$ cat config.mk
export PLATFORM = sky130hd
export DESIGN_NAME = i2c_init_sequencer
export DESIGN_NICKNAME = d
export VERILOG_FILES = /design/src/rtl/i2c_cfg_pkg.sv /design/src/rtl/i2c_tick_gen.sv /design/src/rtl/i2c_init_sequencer.sv
export SDC_FILE = /design/constraint.sdc
export NUM_CORES = 1
export LEC_CHECK = 0
export CAP_MARGIN = 30
export CORE_MARGIN = 5
export CORE_UTILIZATION = 48
export DETAILED_ROUTE_END_ITERATION = 16
export GPL_TIMING_DRIVEN = 0
export PLACE_DENSITY = 0.7
export SLEW_MARGIN = 20
export SYNTH_ARGS = -nofsm -noshare
export SYNTH_HDL_FRONTEND = slang
export SYNTH_SLANG_ARGS = --single-unit
export TNS_END_PERCENT = 100
$ cat constraint.sdc
create_clock -name clock -period 3.15 [get_ports clock]
set_clock_uncertainty 0.15 [all_clocks]
set_input_delay 0.63 -clock clock [delete_from_list [all_inputs] [get_ports clock]]
set_output_delay 0.63 -clock clock [all_outputs]
set_load 0.01 [all_outputs]
$ cat src/rtl/i2c_cfg_pkg.sv
// ---------------------------------------------------------------------------
// i2c_cfg_pkg
// Shared types and constants for the I2C register-init sequencer.
//   state_t      : sequencer FSM states
//   cfg_entry_t  : one external table entry {reg_addr, payload}
//   BITS_PER_XFER: data + ACK bit times in one 3-byte write (3 x 9)
//   QUARTERS     : tick periods per I2C bit
// ---------------------------------------------------------------------------
package i2c_cfg_pkg;

  typedef enum logic [3:0] {
    IDLE,
    FETCH,
    START,
    BYTE,
    ACK,
    STOP,
    NEXT,
    DONE,
    ERR
  } state_t;

  typedef struct packed {
    logic [7:0] reg_addr;
    logic [7:0] payload;
  } cfg_entry_t;

  localparam int BITS_PER_XFER = 27;
  localparam int QUARTERS      = 4;

endpackage

$ cat src/rtl/i2c_tick_gen.sv
// ---------------------------------------------------------------------------
// i2c_tick_gen
// Quarter-bit timebase for the I2C bit engine. While en_i is high a counter
// runs modulo CLK_DIV and emits a one-cycle tick_o at the end of each
// quarter; quarter_o counts the quarter (0..3) of the current bit. Dropping
// en_i clears both counters so the next enable starts cleanly at Q0.
// Ports:
//   clock     in  system clock
//   reset     in  synchronous, active-low
//   en_i      in  run enable
//   tick_o    out last clock of the current quarter
//   quarter_o out current quarter of the bit
// ---------------------------------------------------------------------------
module i2c_tick_gen
  import i2c_cfg_pkg::*;
#(
  parameter int CLK_DIV = 63
) (
  input  logic       clock,
  input  logic       reset,
  input  logic       en_i,
  output logic       tick_o,
  output logic [1:0] quarter_o
);

  localparam int CW = $clog2(CLK_DIV);

  logic [CW-1:0] cnt_q, cnt_d;
  logic [1:0]    quarter_q, quarter_d;

  assign tick_o    = en_i && (cnt_q == CW'(CLK_DIV - 1));
  assign quarter_o = quarter_q;

  always_comb begin
    cnt_d     = cnt_q;
    quarter_d = quarter_q;
    if (!en_i) begin
      cnt_d     = '0;
      quarter_d = '0;
    end else if (tick_o) begin
      cnt_d     = '0;
      quarter_d = (quarter_q == 2'(QUARTERS - 1)) ? 2'd0 : quarter_q + 2'd1;
    end else begin
      cnt_d = cnt_q + CW'(1);
    end
  end

  always_ff @(posedge clock) begin
    if (!reset) begin
      cnt_q     <= '0;
      quarter_q <= '0;
    end else begin
      cnt_q     <= cnt_d;
      quarter_q <= quarter_d;
    end
  end

endmodule

$ cat src/rtl/i2c_init_sequencer.sv
// ---------------------------------------------------------------------------
// i2c_init_sequencer
// Walks an external table of {reg_addr, payload} entries and writes each one
// to DEV_ADDR as a 3-byte I2C write (START, dev, reg, data, STOP). Drives the
// open-drain SCL/SDA pads and reports busy/done/error.
// Optional build macro: I2C_INIT_RETRY_EN -- re-send a NACKed entry up to
// MAX_RETRY extra times before flagging an error.
// Ports:
//   clock, reset        system clock, synchronous active-low reset
//   start               one-cycle run request (ignored while busy)
//   table_index         entry requested from the table
//   table_data          {reg_addr, payload}, valid 1 clock after table_index
//   busy/done/error     run status; done/error held until next start
//   error_index         failing entry while error=1
//   scl_oe, sda_oe      1 = pull pad low, 0 = release
//   sda_i               SDA pad input
// ---------------------------------------------------------------------------
module i2c_init_sequencer
  import i2c_cfg_pkg::*;
#(
  parameter int         CLK_DIV   = 63,
  parameter logic [7:0] DEV_ADDR  = 8'h72,
  parameter int         NUM_REGS  = 12,
  parameter int         IDX_W     = 6,
  parameter int         MAX_RETRY = 3
) (
  input  logic             clock,
  input  logic             reset,
  input  logic             start,
  output logic [IDX_W-1:0] table_index,
  input  logic [15:0]      table_data,
  output logic             busy,
  output logic             done,
  output logic             error,
  output logic [IDX_W-1:0] error_index,
  output logic             scl_oe,
  input  logic             sda_i,
  output logic             sda_oe
);

  if (CLK_DIV < 2 || NUM_REGS < 0 || MAX_RETRY < 0 || NUM_REGS > (1 << IDX_W)) begin : g_bad_params
    $error("i2c_init_sequencer: illegal parameter set");
  end

  localparam int               LAST_BYTE = BITS_PER_XFER / 9 - 1;
  localparam logic [IDX_W-1:0] LAST_IDX  = (NUM_REGS == 0) ? '0 : IDX_W'(NUM_REGS - 1);

  state_t           state_q, state_d;
  logic             busy_q, busy_d, done_q, done_d, error_q, error_d;
  logic [IDX_W-1:0] table_index_q, table_index_d, error_index_q, error_index_d;
  logic [23:0]      shift_q, shift_d;
  logic [2:0]       bit_cnt_q, bit_cnt_d;
  logic [1:0]       byte_cnt_q, byte_cnt_d;
  logic             fetch_wait_q, fetch_wait_d;
  logic             nack_q, nack_d;
  logic             ack_bit_q, ack_bit_d;
  logic             scl_oe_q, sda_oe_q;
  logic             scl_low, sda_low;
  logic             tick, tick_en, bit_end;
  logic [1:0]       quarter;
  cfg_entry_t       entry;

`ifdef I2C_INIT_RETRY_EN
  localparam int RETRY_W = ($clog2(MAX_RETRY + 1) < 1) ? 1 : $clog2(MAX_RETRY + 1);
  logic [RETRY_W-1:0] retry_q, retry_d;
`endif

  assign entry   = cfg_entry_t'(table_data);
  // Timebase only runs while the bus is being driven, so every START lands on Q0.
  assign tick_en = state_q inside {START, BYTE, ACK, STOP};
  assign bit_end = tick && (quarter == 2'(QUARTERS - 1));

  i2c_tick_gen #(.CLK_DIV(CLK_DIV)) u_tick_gen (
    .clock    (clock),
    .reset    (reset),
    .en_i     (tick_en),
    .tick_o   (tick),
    .quarter_o(quarter)
  );

  always_comb begin
    state_d       = state_q;
    busy_d        = busy_q;
    done_d        = done_q;
    error_d       = error_q;
    error_index_d = error_index_q;
    table_index_d = table_index_q;
    shift_d       = shift_q;
    bit_cnt_d     = bit_cnt_q;
    byte_cnt_d    = byte_cnt_q;
    fetch_wait_d  = fetch_wait_q;
    nack_d        = nack_q;
    ack_bit_d     = ack_bit_q;
`ifdef I2C_INIT_RETRY_EN
    retry_d       = retry_q;
`endif
    case (state_q)
      IDLE: if (start) begin
        state_d       = FETCH;
        busy_d        = 1'b1;
        done_d        = 1'b0;
        error_d       = 1'b0;
        table_index_d = '0;
        fetch_wait_d  = 1'b0;
`ifdef I2C_INIT_RETRY_EN
        retry_d       = '0;
`endif
      end
      FETCH: begin
        if (NUM_REGS == 0) begin
          state_d = DONE;
        end else if (!fetch_wait_q) begin
          fetch_wait_d = 1'b1;           // table_data lags table_index by a clock
        end else begin
          shift_d      = {DEV_ADDR, entry.reg_addr, entry.payload};
          bit_cnt_d    = '0;
          byte_cnt_d   = '0;
          nack_d       = 1'b0;
          fetch_wait_d = 1'b0;
          state_d      = START;
        end
      end
      START: if (bit_end) state_d = BYTE;
      BYTE: if (bit_end) begin
        shift_d = {shift_q[22:0], 1'b0};
        if (bit_cnt_q == 3'd7) begin
          bit_cnt_d = '0;
          state_d   = ACK;
        end else begin
          bit_cnt_d = bit_cnt_q + 3'd1;
        end
      end
      ACK: begin
        if (tick && quarter == 2'd2) ack_bit_d = sda_i;
        if (bit_end) begin
          if (ack_bit_q) begin
            nack_d  = 1'b1;
            state_d = STOP;
          end else if (byte_cnt_q == 2'(LAST_BYTE)) begin
            state_d = STOP;
          end else begin
            byte_cnt_d = byte_cnt_q + 2'd1;
            state_d    = BYTE;
          end
        end
      end
      STOP: if (bit_end) begin
        if (!nack_q) begin
          state_d = NEXT;
        end else begin
`ifdef I2C_INIT_RETRY_EN
          if (retry_q < RETRY_W'(MAX_RETRY)) begin
            retry_d = retry_q + RETRY_W'(1);
            state_d = FETCH;              // same table_index: re-send this entry
          end else begin
            state_d = ERR;
          end
`else
          state_d = ERR;
`endif
        end
      end
      NEXT: begin
        if (table_index_q == LAST_IDX) begin
          state_d = DONE;
        end else begin
          table_index_d = table_index_q + IDX_W'(1);
          state_d       = FETCH;
`ifdef I2C_INIT_RETRY_EN
          retry_d       = '0;
`endif
        end
      end
      DONE: begin
        busy_d  = 1'b0;
        done_d  = 1'b1;
        state_d = IDLE;
      end
      ERR: begin
        busy_d        = 1'b0;
        error_d       = 1'b1;
        error_index_d = table_index_q;
        state_d       = IDLE;
      end
      default: state_d = IDLE;
    endcase
  end

  // Pad drive per bit quarter. SCL is low in Q0/Q3 of data/ACK bits, so SDA
  // (which changes only at a bit boundary) never moves while SCL is high.
  always_comb begin
    scl_low = 1'b0;
    sda_low = 1'b0;
    case (state_q)
      START: begin
        scl_low = (quarter == 2'd3);
        sda_low = quarter[1];            // falls at Q2 with SCL high
      end
      BYTE: begin
        scl_low = (quarter == 2'd0) || (quarter == 2'd3);
        sda_low = ~shift_q[23];
      end
      ACK: scl_low = (quarter == 2'd0) || (quarter == 2'd3);
      STOP: begin
        scl_low = (quarter == 2'd0);
        sda_low = (quarter != 2'd3);     // rises at Q3 with SCL high
      end
      default: ;
    endcase
  end

  always_ff @(posedge clock) begin
    if (!reset) begin
      state_q       <= IDLE;
      busy_q        <= 1'b0;
      done_q        <= 1'b0;
      error_q       <= 1'b0;
      error_index_q <= '0;
      table_index_q <= '0;
      shift_q       <= '0;
      bit_cnt_q     <= '0;
      byte_cnt_q    <= '0;
      fetch_wait_q  <= 1'b0;
      nack_q        <= 1'b0;
      ack_bit_q     <= 1'b0;
      scl_oe_q      <= 1'b0;
      sda_oe_q      <= 1'b0;
`ifdef I2C_INIT_RETRY_EN
      retry_q       <= '0;
`endif
    end else begin
      state_q       <= state_d;
      busy_q        <= busy_d;
      done_q        <= done_d;
      error_q       <= error_d;
      error_index_q <= error_index_d;
      table_index_q <= table_index_d;
      shift_q       <= shift_d;
      bit_cnt_q     <= bit_cnt_d;
      byte_cnt_q    <= byte_cnt_d;
      fetch_wait_q  <= fetch_wait_d;
      nack_q        <= nack_d;
      ack_bit_q     <= ack_bit_d;
      scl_oe_q      <= scl_low;
      sda_oe_q      <= sda_low;
`ifdef I2C_INIT_RETRY_EN
      retry_q       <= retry_d;
`endif
    end
  end

  assign busy        = busy_q;
  assign done        = done_q;
  assign error       = error_q;
  assign error_index = error_index_q;
  assign table_index = table_index_q;
  assign scl_oe      = scl_oe_q;
  assign sda_oe      = sda_oe_q;

endmodule

---- Word-level counts from Yosys, hierarchy flattened ----
Cells that the tools add are included.
storage, ports and cells
  flip-flop bits (word level) ............. 61
  bits of input ports ..................... 20
  word-level logic and storage cells ...... 119
  output and inout bits ................... 17
operators by class
  add/subtract/negate cells ............... 5
  equal/unequal tests ..................... 26
  bitwise gates (word level) .............. 3
  mux-type cells .......................... 41
  reductions and logical operators ........ 28
operator list
  operator             number
  $mux 24              2
  $pmux 24 s2          1
  $mux 4               8
  $pmux 4 s7           1
  $ne 2x2->1 const B   11
  $mux 3               6
  $eq 4x3->1 const B   4
  $reduce_bool 2->1    7
  $add 6x1->6 const B  2
  $mux 6               2
  $pmux 6 s2           1
  $reduce_and 2->1     6
  $mux 2               5
  $pmux 1 s2           5
  $eq 4x2->1 const B   2
  $reduce_and 7->1     1
  $eq 2x2->1 const B   3
  $eq 6x4->1 const B   1
  $eq 6x6->1 const B   1
  $mux 1               6
  $pmux 1 s3           2
  $pmux 3 s2           1
  $reduce_and 3->1     2
  $reduce_and 5->1     1
  16 further kinds     22

---- Logic depth before layout (Yosys ltp) ----
  word-level depth ........................ 6
  gate-level depth with buffers ........... 8

---- Cells and area by module ----
A second synthesis with hierarchy kept.
unflattened totals
  cell total of the unflattened synthesis .. 347
  area total of the unflattened synthesis .. 2900.3 sq um
modules (own cells, without submodules)
  module              instances  area each (sq um)  sequential area each (sq um)  cells each
  i2c_init_sequencer  1          2558.7             1061.0                        310
  i2c_tick_gen        1          341.6              160.2                         37

---- Worst setup path before layout ----
No wires, ideal clock.
  path kind ............................... reg2reg
  start ................................... reg u_tick_gen.quarter_q[1] (netlist: u_tick_gen.quarter_o[1])
  end ..................................... reg bit_cnt_q[2]
  library setup time ...................... 0.072 ns
  required time ........................... 2.928 ns
  slack ................................... 1.381 ns
  stages on the path, launching flop included .. 8
  path buffers ............................ 2
  arrival time ............................ 1.548 ns
  cells stage by stage .................... dfxtp_1 -> ha_1 -> nand3_1 -> o22ai_2 -> and2_1 -> buf_6 -> buf_6 -> mux2i_1
on the way
  cells in the longest elaborated chain, start to end .. 4
RTL lines
  what                               line                       source
  start: declaration                 i2c_tick_gen.sv:29         logic [1:0] quarter_q, quarter_d;
  start signal: assignment           i2c_tick_gen.sv:54         quarter_q <= quarter_d;
  $eq 2x2->1                         i2c_init_sequencer.sv:71   assign bit_end = tick && (quarter == 2'(QUARTERS - 1));
  $logic_and 1x1->1                  i2c_init_sequencer.sv:71
  $ne 2x2->1 (no source line)        n/a
  $reduce_and 3->1 (no source line)  n/a
  end signal: assignment             i2c_init_sequencer.sv:239  bit_cnt_q <= bit_cnt_d;
  end: declaration                   i2c_init_sequencer.sv:52   logic [2:0] bit_cnt_q, bit_cnt_d;
No other way between the ends.
A chain may end at the register's enable or synchronous reset.

==> metrics.md <==
| Metric | Value |
|---|---|
| Postcts setup bufs | `0` |
| DP Worst Slack | `614 ps` |
| Worst skew pair latency | `between 300 and 400 ps` |
| Post-synth EDFFs | `0` |
| Power Total | `~2.4 mW` |
| DRT iter0 DRCs | `~180` |
| Die Ht | `between 80 and 90 um` |
| Final worst slack | `between 900 and 1000 ps` |
| Initial Util | `between 40% and 50%` |
| Yosys warning total | `0` |
| Total negative setup slack | `0 ps` |
| Asr flop ratio synth | `0%` |
| TritonCTS clock tree | `done` |
| Nets | `417` |
| Drt pass-1 iters | `4` |
| Num rows | `29` |
| Largest net degree at the start of global routing | `12` |
| Final setup viols | `0` |
| Unrepaired setup endpoints after global routing | `false` |
| Overflow left after global routing | `0` |
| CP most frequent cell | `clkbuf_1` |
| Initial antenna violation count | `0` |
| Cells after Synth | `341` |
| Synth Area per Inst | `about 9 um^2` |
| Via count | `2639` |
| TritonCTS Buffers | `9` |
| Crit path max fanout | `10` |
| Static leakage | `1.35 nW` |
| Port Buffers | `36` |
| VDD IR-drop max | `0.355 mV` |
| Clock sink count | `~60` |
| WP depth | `5` |
| Hold Crit Class | `reg -> reg` |
| WP buf/inv | `3` |
| Critical path's slowest cell | `clkdlybuf4s50_1` |
| Max_cap viols | `0` |
| CP Class | `in -> reg` |
| FILL cells | `584` |
| Hold_ws | `~300 ps` |
| Synthesized net count | `370` |
| Share of the synthesized area in the top cell type | `about two fifths` |
| H-Tree Depth | `3` |
| Fin. Hold Viols | `0` |
| Cell Area, Synth | `3070 um^2` |
| Sequential area share after synthesis | `39.8%` |
| Pins over their slew limit | `0` |
| DRT antenna net count | `0` |
| CP required | `around 3300 ps` |
| Layout cells sized above 1 | `14.8%` |
| Post-synth top cells | `dfxtp_1, nand2_1, a21oi_1` |
| CP startpoint | `reset` |
| Top cells by area, synth | `dfxtp_1, nand2_1, mux2i_1` |
| First-pass GRT wire length | `about 12 mm` |
| Critical path endpoint | `byte_cnt_q[1]$_SDFFE_PN0P_` |
| CTS root buf | `clkbuf_8` |
| P&R area growth vs syn | `21.4%` |
| Placer's final routability congestion estimate | `0.838` |
| Period minus WS final | `around 2200 ps` |
| Startpoint types | `input pin` |
| Drt wl/cell | `15.2 um` |
| RR Startpoint | `u_tick_gen.quarter_o[1]$_SDFFE_PN0N_` |
| Critical-path cell list | `clkdlybuf4s50_1 > clkbuf_1 > clkbuf_1 > nand2_1 > o32ai_2` |
| Drt total wl | `between 7 and 8 mm` |
| Slew HR | `56.7%` |
| Clock transition at path regs | `roughly 70 ps` |
| Crit-path leading delay family | `buffers and inverters` |
| Worst reg2reg endpoint | `shift_q[0]$_SDFFE_PN0P_` |
| CORE AREA | `6280 um^2` |
| CP peak stage delay | `around 520 ps` |
| Final Cycle Share | `between 60% and 70%` |
| Crit path capture type | `register` |
| Pwr/cell area | `between 600 and 700 nW/um^2` |
| R2R cell count | `7` |
| Worst slew pin tran | `between 600 and 700 ps` |
| Boundary Pins | `37` |
| Post-CTS sizing | `0` |
| Count leader, synth | `dfxtp_1` |
| Vias in the first global route | `2463` |
| Vias per cell | `about 5.6` |
| Synth area leader | `dfxtp_1` |
| Synth cell types | `59` |
| Clk buf depth | `2` |
| Setup slack, reg-to-reg | `1000 ps` |
| Die W | `90.0 um` |
| DRC viols | `0` |
| Seq cells post-synth | `just over 60` |
| Post-CTS Hold Fix Bufs | `0` |
| ANT cells | `0` |
| CP arrival | `about 2300 ps` |
| Ys flop type | `dfxtp_1` |
| Detailed Place HPWL | `around 5 mm` |
| F_max | `between 0.4 and 0.5 GHz` |
| GRT Total Usage | `17.8%` |
| Die ar. | `around 8100 um^2` |
| Status | `finished, final reports clean` |
## worst register-to-register path, delay by kind of cell (launching register included)
kind,cells,cell delay (ps)
flops,1,420
fa+ha+maj,1,350
simple gates,2,350
compound gates,1,320
buf+inv,2,320
mux,1,190
## through the flow
stage	instance area (um^2)	instances	utilization, %
final	3730	470	59.4
after global routing	3730	470	59.4
after floorplan	3070	341	-
after CTS	3730	470	59.4
after detailed placement	3530	454	56.2
after global placement	3530	454	56.2
## area by class of cell
cell class / count / area (um^2) / share of cell area (%)
clock buffer: 11 / 141 / 3.79
multi-input combinational: 246 / 1650 / 44.1
timing repair buffer: 36 / 360 / 9.67
tap: 77 / 96.3 / 2.58
buffer: 25 / 169 / 4.53
inverter: 9 / 33.8 / 0.906
sequential: 61 / 1220 / 32.8
clock inverter: 5 / 60.1 / 1.61
## how the worst min path moves through the flow
stage,startpoint,to,slack (ps),depth (start not counted)
after floorplan,u_tick_gen.cnt_q[0]$_SDFF_PP0_,u_tick_gen.cnt_q[0]$_SDFF_PP0_,280,1
after global routing,error$_SDFFE_PN0P_,error$_SDFFE_PN0P_,330,2
after CTS,error$_SDFFE_PN0P_,error$_SDFFE_PN0P_,310,2
after detailed placement,error$_SDFFE_PN0P_,error$_SDFFE_PN0P_,300,2
after global placement,u_tick_gen.cnt_q[0]$_SDFF_PP0_,u_tick_gen.cnt_q[0]$_SDFF_PP0_,290,1
final,error$_SDFFE_PN0P_,error$_SDFFE_PN0P_,310,2
## state kept, by name, summed over array words and instances, names as in the netlist
signal	cells
scl_oe	1
ack_bit_q	1
u_tick_gen.quarter_o	2
table_index	6
error_index	6
sda_oe	1
u_tick_gen.cnt_q	6
byte_cnt_q	2
error	1
nack_q	1
state_q	4
fetch_wait_q	1
bit_cnt_q	3
done	1
busy	1
shift_q	24
## cell usage in the layout (no fill, tap or decap), types with 6 or more instances in the layout
| cell type | Yosys | routed |
|---|---|---|
| ha_1 | 9 | 9 |
| clkdlybuf4s50_1 | 0 | 36 |
| a311oi_2 | 7 | 7 |
| clkbuf_8 | 1 | 11 |
| clkbuf_1 | 8 | 9 |
| nor2_1 | 21 | 21 |
| mux2i_1 | 16 | 16 |
| a21oi_1 | 30 | 30 |
| nand2_1 | 56 | 56 |
| buf_6 | 6 | 6 |
| and3_1 | 7 | 7 |
| dfxtp_1 | 61 | 61 |
| inv_1 | 8 | 8 |
| a311oi_1 | 11 | 11 |
| nand3_1 | 23 | 23 |
| buf_2 | 7 | 7 |
## kinds of logic (layout without fill, tap and decap cells)
family                   after synthesis  count (layout)  share of synthesized area, %
multiplexers                          16              16                          5.22
AO/OA/AOI/OAI                         79              79                          20.0
AND/OR/NAND/NOR                      137             137                          23.3
XOR/XNOR                               5               5                          1.43
buffers and inverters                 34              86                          6.60
adder cells (fa/ha/maj)                9               9                          3.67
flip-flops                            61              61                          39.8
## layer usage
layer	vias up	global-route usage [%]	wire length [um]
met2	47	28.3	3450
met3	4	4.42	301
met1	1259	23.2	3310
met4	0	6.70	73
li1	1329	-	-
met5	-	0	0
## power by group
group	total (mW)	switching [mW]	leakage (nW)	internal [mW]
logic	0.799	0.470	0.771	0.329
clock network	0.703	0.316	0.0878	0.387
registers	0.884	0.0547	0.493	0.830
total	2.39	0.841	1.35	1.55
Note: power is estimated with default switching activity, not from simulation.
